==> config.mk <==
export PLATFORM = sky130hd
export DESIGN_NAME = panel_input_ctrl
export DESIGN_NICKNAME = d
export VERILOG_FILES = /design/src/rtl/panel_input_ctrl_pkg.sv /design/src/rtl/panel_input_ctrl_debounce.sv /design/src/rtl/panel_input_ctrl.sv
export SDC_FILE = /design/constraint.sdc
export NUM_CORES = 1
export LEC_CHECK = 0
export BUFFER_PORTS_ARGS = -buffer_cell sky130_fd_sc_hd__buf_2
export CELL_PAD_IN_SITES_DETAIL_PLACEMENT = 1
export CELL_PAD_IN_SITES_GLOBAL_PLACEMENT = 1
export CORE_UTILIZATION = 48
export DETAILED_ROUTE_END_ITERATION = 8
export PLACE_DENSITY = 0.8
export SYNTH_ARGS = -nofsm -noshare
export SYNTH_HDL_FRONTEND = slang
export SYNTH_HIERARCHICAL = 1
export SYNTH_SLANG_ARGS = --single-unit
==> constraint.sdc <==
create_clock -name src_clk -period 2.5 [get_ports src_clk]
set_input_delay 0 -clock src_clk [delete_from_list [all_inputs] [get_ports src_clk]]
set_output_delay 0 -clock src_clk [all_outputs]
set_load 0.02 [all_outputs]
==> src/rtl/panel_input_ctrl_pkg.sv <==
`default_nettype none
// panel_input_ctrl_pkg: mode, baud-select and send-FSM encodings shared by the panel input block.
// Revision: 1.0
package panel_input_ctrl_pkg;

  localparam logic       BAUDRATE_MODE = 1'b0;
  localparam logic       DATA_MODE     = 1'b1;

  localparam logic [1:0] SEL_9600      = 2'd0;
  localparam logic [1:0] SEL_57600     = 2'd1;
  localparam logic [1:0] SEL_115200    = 2'd2;

  typedef enum logic [1:0] {
    PIC_IDLE    = 2'd0,
    PIC_REQ     = 2'd1,
    PIC_RELEASE = 2'd2
  } pic_state_t;

  // Any unexpected code falls back to 9600 so 2'b11 can never persist.
  function automatic logic [1:0] next_baud_sel(input logic [1:0] sel);
    case (sel)
      SEL_9600:  next_baud_sel = SEL_57600;
      SEL_57600: next_baud_sel = SEL_115200;
      default:   next_baud_sel = SEL_9600;
    endcase
  endfunction

endpackage
`default_nettype wire

==> src/rtl/panel_input_ctrl_debounce.sv <==
`default_nettype none
// panel_input_ctrl_debounce: 2-flop sync, stability counter, debounced level and registered rise pulse.
// Revision: 1.0
module panel_input_ctrl_debounce #(
  parameter int DEBOUNCE_CYCLES = 500000
) (
  input  logic clk,
  input  logic rst_n,
  input  logic raw,
  output logic level,
  output logic rise
);

  localparam int             CNT_W   = $clog2(DEBOUNCE_CYCLES);
  localparam logic [CNT_W-1:0] CNT_MAX = CNT_W'(DEBOUNCE_CYCLES - 1);

  logic             sync_1;
  logic             sync_2;
  logic [CNT_W-1:0] cnt;
  logic             level_d;

  always_ff @(posedge clk or negedge rst_n) begin
    if (!rst_n) begin
      sync_1 <= 1'b0;
      sync_2 <= 1'b0;
    end else begin
      sync_1 <= raw;
      sync_2 <= sync_1;
    end
  end

  // The counter only runs while the synced input disagrees with the accepted level.
  always_ff @(posedge clk or negedge rst_n) begin
    if (!rst_n) begin
      cnt   <= '0;
      level <= 1'b0;
    end else if (sync_2 == level) begin
      cnt <= '0;
    end else if (cnt == CNT_MAX) begin
      level <= sync_2;
      cnt   <= '0;
    end else begin
      cnt <= cnt + 1'b1;
    end
  end

  always_ff @(posedge clk or negedge rst_n) begin
    if (!rst_n) begin
      level_d <= 1'b0;
      rise    <= 1'b0;
    end else begin
      level_d <= level;
      rise    <= level & ~level_d;
    end
  end

endmodule
`default_nettype wire

==> src/rtl/panel_input_ctrl.sv <==
`default_nettype none
// panel_input_ctrl: turns panel buttons/switches into display mode/msg, baud select and a UART TX request.
// Revision: 1.0
module panel_input_ctrl
  import panel_input_ctrl_pkg::*;
#(
  parameter int DEBOUNCE_CYCLES = 500000
) (
  input  logic       src_clk,
  input  logic       rst_n,
  input  logic       btn_mode,
  input  logic       btn_baud,
  input  logic       btn_send,
  input  logic [7:0] sw,
  input  logic       tx_ready,
  output logic       tx_valid,
  output logic [7:0] tx_data,
  output logic [1:0] baud_sel,
  output logic       mode,
  output logic [7:0] msg,
  output logic       busy
);

  logic       mode_pulse;
  logic       baud_pulse;
  logic       send_pulse;
  logic       mode_level;
  logic       baud_level;
  logic       send_level;
  logic       unused_levels;
  logic [7:0] sw_s1;
  logic [7:0] sw_s2;
  logic       capture;
  pic_state_t state;
  pic_state_t state_next;

  panel_input_ctrl_debounce #(.DEBOUNCE_CYCLES(DEBOUNCE_CYCLES)) u_dbnc_mode (
    .clk   (src_clk),
    .rst_n (rst_n),
    .raw   (btn_mode),
    .level (mode_level),
    .rise  (mode_pulse)
  );

  panel_input_ctrl_debounce #(.DEBOUNCE_CYCLES(DEBOUNCE_CYCLES)) u_dbnc_baud (
    .clk   (src_clk),
    .rst_n (rst_n),
    .raw   (btn_baud),
    .level (baud_level),
    .rise  (baud_pulse)
  );

  panel_input_ctrl_debounce #(.DEBOUNCE_CYCLES(DEBOUNCE_CYCLES)) u_dbnc_send (
    .clk   (src_clk),
    .rst_n (rst_n),
    .raw   (btn_send),
    .level (send_level),
    .rise  (send_pulse)
  );

  assign unused_levels = mode_level ^ baud_level;

  // Switches are a data bus sampled on demand, so plain synchronization is enough.
  always_ff @(posedge src_clk or negedge rst_n) begin
    if (!rst_n) begin
      sw_s1 <= 8'h00;
      sw_s2 <= 8'h00;
    end else begin
      sw_s1 <= sw;
      sw_s2 <= sw_s1;
    end
  end

  always_ff @(posedge src_clk or negedge rst_n) begin
    if (!rst_n) state <= PIC_IDLE;
    else        state <= state_next;
  end

  always_comb begin
    state_next = state;
    capture    = 1'b0;
    case (state)
      PIC_IDLE: begin
        if (send_pulse && (mode == DATA_MODE)) begin
          state_next = PIC_REQ;
          capture    = 1'b1;
        end
      end
      PIC_REQ: begin
        if (tx_ready) state_next = PIC_RELEASE;
      end
      PIC_RELEASE: begin
        // Wait for the button to be let go so a held press sends only one byte.
        if (!send_level) state_next = PIC_IDLE;
      end
      default: state_next = PIC_IDLE;
    endcase
  end

  assign tx_valid = (state == PIC_REQ);
  assign busy     = (state != PIC_IDLE);

  always_ff @(posedge src_clk or negedge rst_n) begin
    if (!rst_n) begin
      tx_data <= 8'h00;
    end else if (capture) begin
      tx_data <= sw_s2;
    end
  end

  // A send pulse wins over a simultaneous mode pulse; mode never changes mid-send.
  always_ff @(posedge src_clk or negedge rst_n) begin
    if (!rst_n) begin
      mode     <= BAUDRATE_MODE;
      baud_sel <= SEL_9600;
    end else begin
      if (baud_pulse && (mode == BAUDRATE_MODE)) begin
        baud_sel <= next_baud_sel(baud_sel);
      end
      if (mode_pulse && (state == PIC_IDLE) && !capture) begin
        mode <= ~mode;
      end
    end
  end

  always_ff @(posedge src_clk or negedge rst_n) begin
    if (!rst_n) begin
      msg <= 8'h00;
    end else if (mode == BAUDRATE_MODE) begin
      msg <= {6'b0, baud_sel};
    end else if (state == PIC_IDLE) begin
      msg <= sw_s2;
    end else begin
      msg <= tx_data;
    end
  end

endmodule
`default_nettype wire

==> summary.md, run 1 <==
| Metric | Value |
|---|---|
| Synth top area share | 57.2% |
| Core Area | ~9700 um^2 |
| Final-report setup violation count | 0 |
| Post-synth EDFFs | 0 |
| Post-Route WL | 10,500 um |
| GP Congestion | 0.903 |
| Min-Delay Path Class | in2async |
| Pre-antenna DRT Iters | 4 |
| Antenna Cells | 0 |
| Drc violations | 0 |
| Pleak | 2.40 nW |
| H-tree level count | 3 |
| I/O pin count | 35 |
| Slew headroom | 56.4% |
| Post_cts resized | 0 |
| Switch share | 22.8% |
| Critical Path AT | 2.35 ns |
| P_sw | 677 uW |
| Comb power frac | 4.2% |
| IO Port Bufs | 34 |
| Minimum clock period | 2.05 ns |
| Area leader, netlist | dfrtp_1 |
| CTS tree | yes |
| FFs w/ async S/R, synth | 100% |
| Req. time, crit path | 2.81 ns |
| VDD IR max | 0.350 mV |
| Max_cap viols | 0 |
| R2R setup slack | 0.45 ns |
| Endpoints failing hold | 0 |
| DR vias/cell | between 5 and 6 |
| Largest net degree at the start of global routing | 53 |
| Starting Density | about half |
| Worst-skew pair later-pin latency | roughly 0.38 ns |
| Final Max Tran Viols | 0 |
| Distinct cells, synth | 47 |
| WL per Instance | 17.2 um |
| Crit path kind | reg2reg |
| Fin crit share | 81.9% |
| First-pass GRT wire length | roughly 18,000 um |
| Iter 0 DRT Violations | 95 |
| Synth Register Bits | 109 |
| Int Power | 2.29 mW |
| Placed Cells | 581 |
| Cts hold-fix bufs | 13 |
| Syn Nets | 435 |
| Clock buffer depth | 2 |
| Synth warn | 6 |
| Post-synthesis cell area | 4770 um^2 |
| Initial antenna violation count | 0 |
| Status | completed |
| Worst slew pin tran | 0.654 ns |
| Root buf cell | clkbuf_8 |
| Die height | ~100 um |
| Sequential area share after synthesis | 57.2% |
| Kind of end point of the critical path | flop |
| Area Overhead vs Synth | 13.7% |
| Pre-CTS setup slack | approximately 0.45 ns |
| Post-CTS Setup Inserts | 0 |
| Synth area leaders | dfrtp_1 57%, xnor2_1 6.2%, nor2_1 4.3%, mux2_4 2.5%, nand3_1 2.3% |
| Synth Flop Type | dfrtp_1 |
| Placed wire-length estimate | 7140 um |
| Die Span X | approximately 100 um |
| GRT Total Usage | 22.4% |
| Via count | 3,290 |
| Worst setup margin | 0.452 ns |
| Vias in the first global route | roughly 3,600 |
| Syn Area/Cell | 11.4 um^2 |
| FP Rows | 36 |
| Pwr/cell area | 547 nW/um^2 |
| Setup TNS | 0 ns |
| NumNets Final | approximately 500 |
| Part of the power in registers | roughly 61% |
| Congestion Overflow GR | 0 |
| CTS Buf Count | 9 |
| Antenna-violating nets left | 0 |
| Worst Setup Start Kind | flop |
| Fmax achieved | approximately 0.49 GHz |
| Sink Count | ~110 |
| Post-Route Skew | 0.00998 ns |
| Clock share of power | ~35% |
| Clock slew at reported path FFs | roughly 0.1 ns |
| Max FO, Critical Path | 8 |
| Ratio of cells with drive above 1 in the final layout | between 10% and 20% |
| Die Area | 10,300 um^2 |
| Syn Inst Count | 418 |
| RSZ-0062 raised after global routing | false |
| Final cell count without fillers | 610 |
worst max-delay path, cell delays in order (launching register included):
cell     delay (ns)
dfrtp_1        0.42
ha_1           0.29
nand4_4        0.20
or4_4          0.59
or3_1          0.32
a21oi_1        0.16
Yosys cell counts (2+ instances only):
master,count
nand2b_1,2
or4_4,3
o21ai_0,15
or3b_1,7
and4_1,2
a21o_1,2
nand4_1,13
and2_1,3
clkbuf_1,3
buf_4,2
buf_2,4
mux2i_1,3
mux2_4,8
nor3_1,9
xor2_1,10
a31oi_1,2
inv_1,15
ha_1,3
nand3_1,22
nor4_1,15
clkbuf_2,2
and3_1,2
nor2b_1,6
nor4_2,2
nor4b_1,3
a21oi_1,16
xnor2_1,34
o41ai_4,3
or3_1,8
dfrtp_1,109
nor2_1,55
nand4_4,2
nand2_1,17
mux2_2,3
layout by cell type (no fill, tap or decap), drive strengths merged, types with 2 or more instances in the layout:
cell         count
nor4            17
mux2            11
ha               3
or4              3
clkbuf          14
nand3           22
xnor2           34
a21o             2
o41ai            3
or3              8
nand2b           2
nor2b            6
buf             43
inv             15
o21ai           15
and2             3
or3b             8
and4             2
a31oi            2
dlygate4sd3     13
a21oi           17
nor2            55
nand4           15
dfrtp          109
and3             2
nand2           17
nor3             9
nor4b            4
mux2i            3
xor2            10
power groups by stage:
stage	clock network [mW]	logic, mW	registers [mW]
floorplan	0	0.0513	1.84
global placement	0	0.105	1.85
detailed placement	0	0.112	1.85
CTS	1.05	0.129	1.82
global route	1.12	0.142	1.82
finish	1.03	0.125	1.82
area by class of cell:
class                      count  area, um^2
multi-input combinational    281        1910
sequential                   109        2730
inverter                      15        56.3
clock buffer                  14         173
tap                          133         166
timing repair buffer          56         370
clock inverter                 2        16.3
fill                        1031        4260
flip-flops by register name (all words and copies together) (netlist names), 2 cells and up:
name / count
u_dbnc_baud/cnt: 19
u_dbnc_mode/cnt: 19
u_dbnc_send/cnt: 19
msg: 8
sw_s1: 8
sw_s2: 8
tx_data: 8
baud_sel: 2
state: 2
routing by layer:
layer | GRT usage, % | share of wire (%)
met1 | 26.9 | 43
met2 | 39.7 | 52
met5 | 0 | 0
met4 | 5.69 | 1.6
met3 | 6.07 | 3.0
final timing paths:
path | cells past startpoint | endpoint | startpoint
min | 2 | u_dbnc_send/cnt[8]$_DFF_PN0_ | rst_n
min in group src_clk | 2 | u_dbnc_baud/sync_1$_DFF_PN0_ | btn_baud
max reg2reg | 5 | u_dbnc_mode/cnt[18]$_DFF_PN0_ | u_dbnc_mode/cnt[0]$_DFF_PN0_
min reg2reg | 0 | sw_s2[6]$_DFF_PN0_ | sw_s1[6]$_DFF_PN0_
max | 5 | u_dbnc_mode/cnt[18]$_DFF_PN0_ | u_dbnc_mode/cnt[0]$_DFF_PN0_
max in group asynchronous | 3 | u_dbnc_mode/sync_2$_DFF_PN0_ | rst_n
logic make-up after synthesis:
kind of cell	count (synthesis)	share of synthesized area, %
AOI/OAI and AO/OA	41	6.09
xor gates and xnor gates	44	8.09
adders and majority gates	3	0.788
buffers and inverters	28	2.68
DFF	109	57.2
muxes	14	3.86
and+or+nand+nor	179	21.3
metrics by stage:
step	area (um^2)	hold WS [ns]	power (mW)	utilization, %
2_1_floorplan	4770	-0.296	1.89	-
3_3_place_gp	5100	0.0668	1.95	52.7
3_5_place_dp	5100	0.0850	1.96	52.7
4_1_cts	5420	0.214	3.00	56.0
5_1_grt	5420	0.238	3.09	56.0
6_report	5420	0.185	2.97	56.0
Note: power is estimated with default switching activity, not from simulation.
==> run 2: changes to the inputs <==
--- a/config.mk
+++ b/config.mk
@@ -5,10 +5,11 @@
 export SDC_FILE = /design/constraint.sdc
 export NUM_CORES = 1
 export LEC_CHECK = 0
+export ABC_AREA = 1
 export BUFFER_PORTS_ARGS = -buffer_cell sky130_fd_sc_hd__buf_2
 export CELL_PAD_IN_SITES_DETAIL_PLACEMENT = 1
 export CELL_PAD_IN_SITES_GLOBAL_PLACEMENT = 1
-export CORE_UTILIZATION = 48
+export CORE_UTILIZATION = 46
 export DETAILED_ROUTE_END_ITERATION = 8
 export PLACE_DENSITY = 0.8
 export SYNTH_ARGS = -nofsm -noshare
==> constraint.sdc (replaced) <==
create_clock -name src_clk -period 1.9 [get_ports src_clk]
set_input_delay 0 -clock src_clk [delete_from_list [all_inputs] [get_ports src_clk]]
set_output_delay 0 -clock src_clk [all_outputs]
set_load 0.02 [all_outputs]
==> summary.md, run 2 <==
| Metric | Value |
|---|---|
| GRT Total Usage | 23.3% (+0.90 points) |
| Cell with the most instances after synthesis | nor2_1 |
| Simple-gate share of the synthesized area | 30.2% (+8.9 points) |
| Post-synthesis xor/xnor area fraction | 5.12% (-3.0 points) |
| CTS tree | yes |
| Max incr delay on CP | 0.39 ns (-0.20 ns) |
| Die Span X | 107 um (+5.1%) |
| Placed wire-length estimate | 8520 um (+19%) |
| Final hold slack | 0.0781 ns (-0.107 ns) |
| Fin crit share | 83.0% (+1.1 points) |
| NumNets Final | 647 (+32%) |
| Main combinational cell family by area after synthesis | simple AND/OR/NAND/NOR gates |
| Synth Register Bits | 109 (unchanged) |
| Area leader, netlist | dfrtp_1 |
| Antenna-violating nets left | 0 (unchanged) |
| Crit path cell chain | ha_1 > nand2_1 > nor2_1 > nand3_2 > nand2_1 > nor2_1 |
| Core Area | 10,500 um^2 (+8.5%) |
| Congestion Overflow GR | 0 (unchanged) |
| Via count | 3,914 (+19%) |
| Vias in the first global route | 4,316 (+20%) |
| Slew headroom | 70.9% (+14 points) |
| I/O pin count | 35 (unchanged) |
| Ratio of cells with drive above 1 in the final layout | 18.7% (+1.5 points) |
| Most common cell after layout, fill and taps aside | nor2_1 |
| Critical Path AT | 1.85 ns (-0.50 ns) |
| Final-report setup violation count | 0 (unchanged) |
| Syn Nets | 588 (+35%) |
| Synth Area in Adders | 0.742% (-0.045 points) |
| Clock slew at reported path FFs | 0.11 ns (about the same) |
| FP Rows | 37 (+2.8%) |
| Worst Setup Start Kind | flop |
| Iter 0 DRT Violations | 161 (+69%) |
| Status | completed |
| Endpoints failing hold | 0 (unchanged) |
| Setup TNS | 0 ns (unchanged) |
| Syn Inst Count | 571 (+37%) |
| Initial antenna violation count | 0 (unchanged) |
| DR vias/cell | 5.08 (-5.9%) |
| H-tree level count | 3 (unchanged) |
| Pre-CTS setup slack | 0.378 ns (-0.0681 ns) |
| Most frequent cells in the layout | 115 x nor2_1, 109 x dfrtp_1, 98 x nand2_1 |
| Final Max Tran Viols | 0 (unchanged) |
| Post-CTS Setup Inserts | 0 (unchanged) |
| VDD IR max | 0.511 mV (+46%) |
| Post-Route Skew | 0.0131 ns (+0.00312 ns) |
| Post-synth EDFFs | 0 (unchanged) |
| Drc violations | 0 (unchanged) |
| Synth area leaders | dfrtp_1 54%, nor2_1 8.5%, nand2_1 7.3%, inv_1 4.6%, nand3_1 4.3% |
| RSZ-0062 raised after global routing | false |
| Compound-Gate Fraction of Synth Area | 4.30% (-1.8 points) |
| IO Port Bufs | 34 (unchanged) |
| Post-synth top cells | 115 x nor2_1, 109 x dfrtp_1, 98 x nand2_1, 62 x inv_1, 43 x nand3_1 |
| Post-Route WL | 12,000 um (+15%) |
| Max_cap viols | 0 (unchanged) |
| FFs w/ async S/R, synth | 100% (unchanged) |
| Sequential area share after synthesis | 53.9% (-3.3 points) |
| Antenna Cells | 0 (unchanged) |
| Max FO, Critical Path | 7 (-1) |
| Crit path kind | reg2reg |
| Worst-skew pair later-pin latency | 0.39 ns (about the same) |
| Pre-antenna DRT Iters | 4 (unchanged) |
| Clock buffer depth | 2 (unchanged) |
| Slowest CP cell | dfrtp_1 |
| Largest net degree at the start of global routing | 40 (-25%) |
| Req. time, crit path | 2.17 ns (-0.64 ns) |
| Kind of end point of the critical path | flop |
| Worst setup margin | 0.323 ns (-0.129 ns) |
| Starting Density | 48.1% (-1.1 points) |
| GP Congestion | 0.833 (-7.7%) |
| Util after Layout | 54.9% (-1.0 points) |
| CTS Buf Count | 9 (unchanged) |
| Sink Count | 109 (unchanged) |
| Syn Area/Cell | 8.86 um^2 (-22%) |
| Pleak | 2.65 nW (+10%) |
| Mux cell area share after synthesis | 0% (-3.9 points) |
| Minimum clock period | 1.58 ns (-0.471 ns) |
| Fmax achieved | 0.634 GHz (+30%) |
| Post-synthesis cell area | 5060 um^2 (+6.1%) |
| Min-Delay Path Class | in2async |
| Root buf cell | clkbuf_8 |
| Die Area | 11,400 um^2 (+11%) |
| Largest registers | u_dbnc_baud/cnt (19), u_dbnc_mode/cnt (19), u_dbnc_send/cnt (19) |
| Area Overhead vs Synth | 14.2% |
| Synth top area share | 53.9% (-3.3 points) |
| Worst slew pin tran | 0.437 ns (-0.217 ns) |
| WL per Instance | 15.6 um (-9.1%) |
| Die height | 107 um (+5.1%) |
| Distinct cells, synth | 30 (-36%) |
| Final cell count without fillers | 771 (+26%) |
| Placed Cells | 742 (+28%) |
| Synth Flop Type | dfrtp_1 |
| First-pass GRT wire length | 20,500 um (+17%) |
| Synth warn | 6 (unchanged) |
| Pwr/cell area | 722 nW/um^2 (+32%) |
==> run 2: layout make-up <==
class | instances | area [um^2]
Timing Repair Buffer | 51 | 345
Multi-Input combinational cell | 390 | 2040
Sequential cell | 109 | 2730
Inverter | 69 | 262
Fill cell | 1234 | 4730
Clock inverter | 6 | 91.3
Clock buffer | 10 | 138
Tap cell | 136 | 170
==> run 2: what timing repair did <==
action | 4_1_cts | 5_1_grt
hold buffers | 13 | 0
gates resized for setup | 0 | 0
endpoints found under the hold margin | 122 | 0
==> run 2: path summary, 6_finish.rpt <==
check	start	slack [ns]	cells past startpoint	end
min in group src_clk	sw[4]	0.24	2	sw_s1[4]$_DFF_PN0_
max	u_dbnc_mode/cnt[0]$_DFF_PN0_	0.32	6	u_dbnc_mode/cnt[5]$_DFF_PN0_
min	rst_n	0.08	2	u_dbnc_send/cnt[10]$_DFF_PN0_
max in group asynchronous	rst_n	1.19	3	tx_data[6]$_DFFE_PN0P_
min reg2reg	sw_s1[3]$_DFF_PN0_	0.36	0	sw_s2[3]$_DFF_PN0_
max reg2reg	u_dbnc_mode/cnt[0]$_DFF_PN0_	0.32	6	u_dbnc_mode/cnt[5]$_DFF_PN0_
==> run 2: through the flow <==
step	instance area [um^2]	power, mW
2_1_floorplan	5060	2.48
3_3_place_gp	5420	2.56
3_5_place_dp	5420	2.57
4_1_cts	5770	4.21
5_1_grt	5770	4.34
6_report	5770	4.17
==> run 2: logic make-up after synthesis <==
family / count (synthesis)
xor+xnor: 27
flops: 109
fa+ha+maj: 3
compound gates: 39
buf+inv: 72
simple gates: 321
==> run 2: critical path, delay by kind of cell (launching register included) <==
kind                       cells  cell delay, ns
adders and majority gates      1            0.19
DFF                            1            0.39
and+or+nand+nor                5            0.88
==> run 2: power breakdown <==
group | internal [mW] | switching, mW
Sequential | 2.36 | 0.0234
Clock | 0.791 | 0.834
Combinational | 0.0580 | 0.106
Total | 3.21 | 0.963
==> run 2: routing by layer <==
| layer | vias up | GRT usage [%] | routed length (um) |
|---|---|---|---|
| li1 | 1889 | - | - |
| met1 | 1962 | 28.7 | 5340 |
| met2 | 43 | 40.8 | 6220 |
| met3 | 20 | 4.01 | 232 |
| met4 | 0 | 8.61 | 250 |
| met5 | - | 0 | 0 |
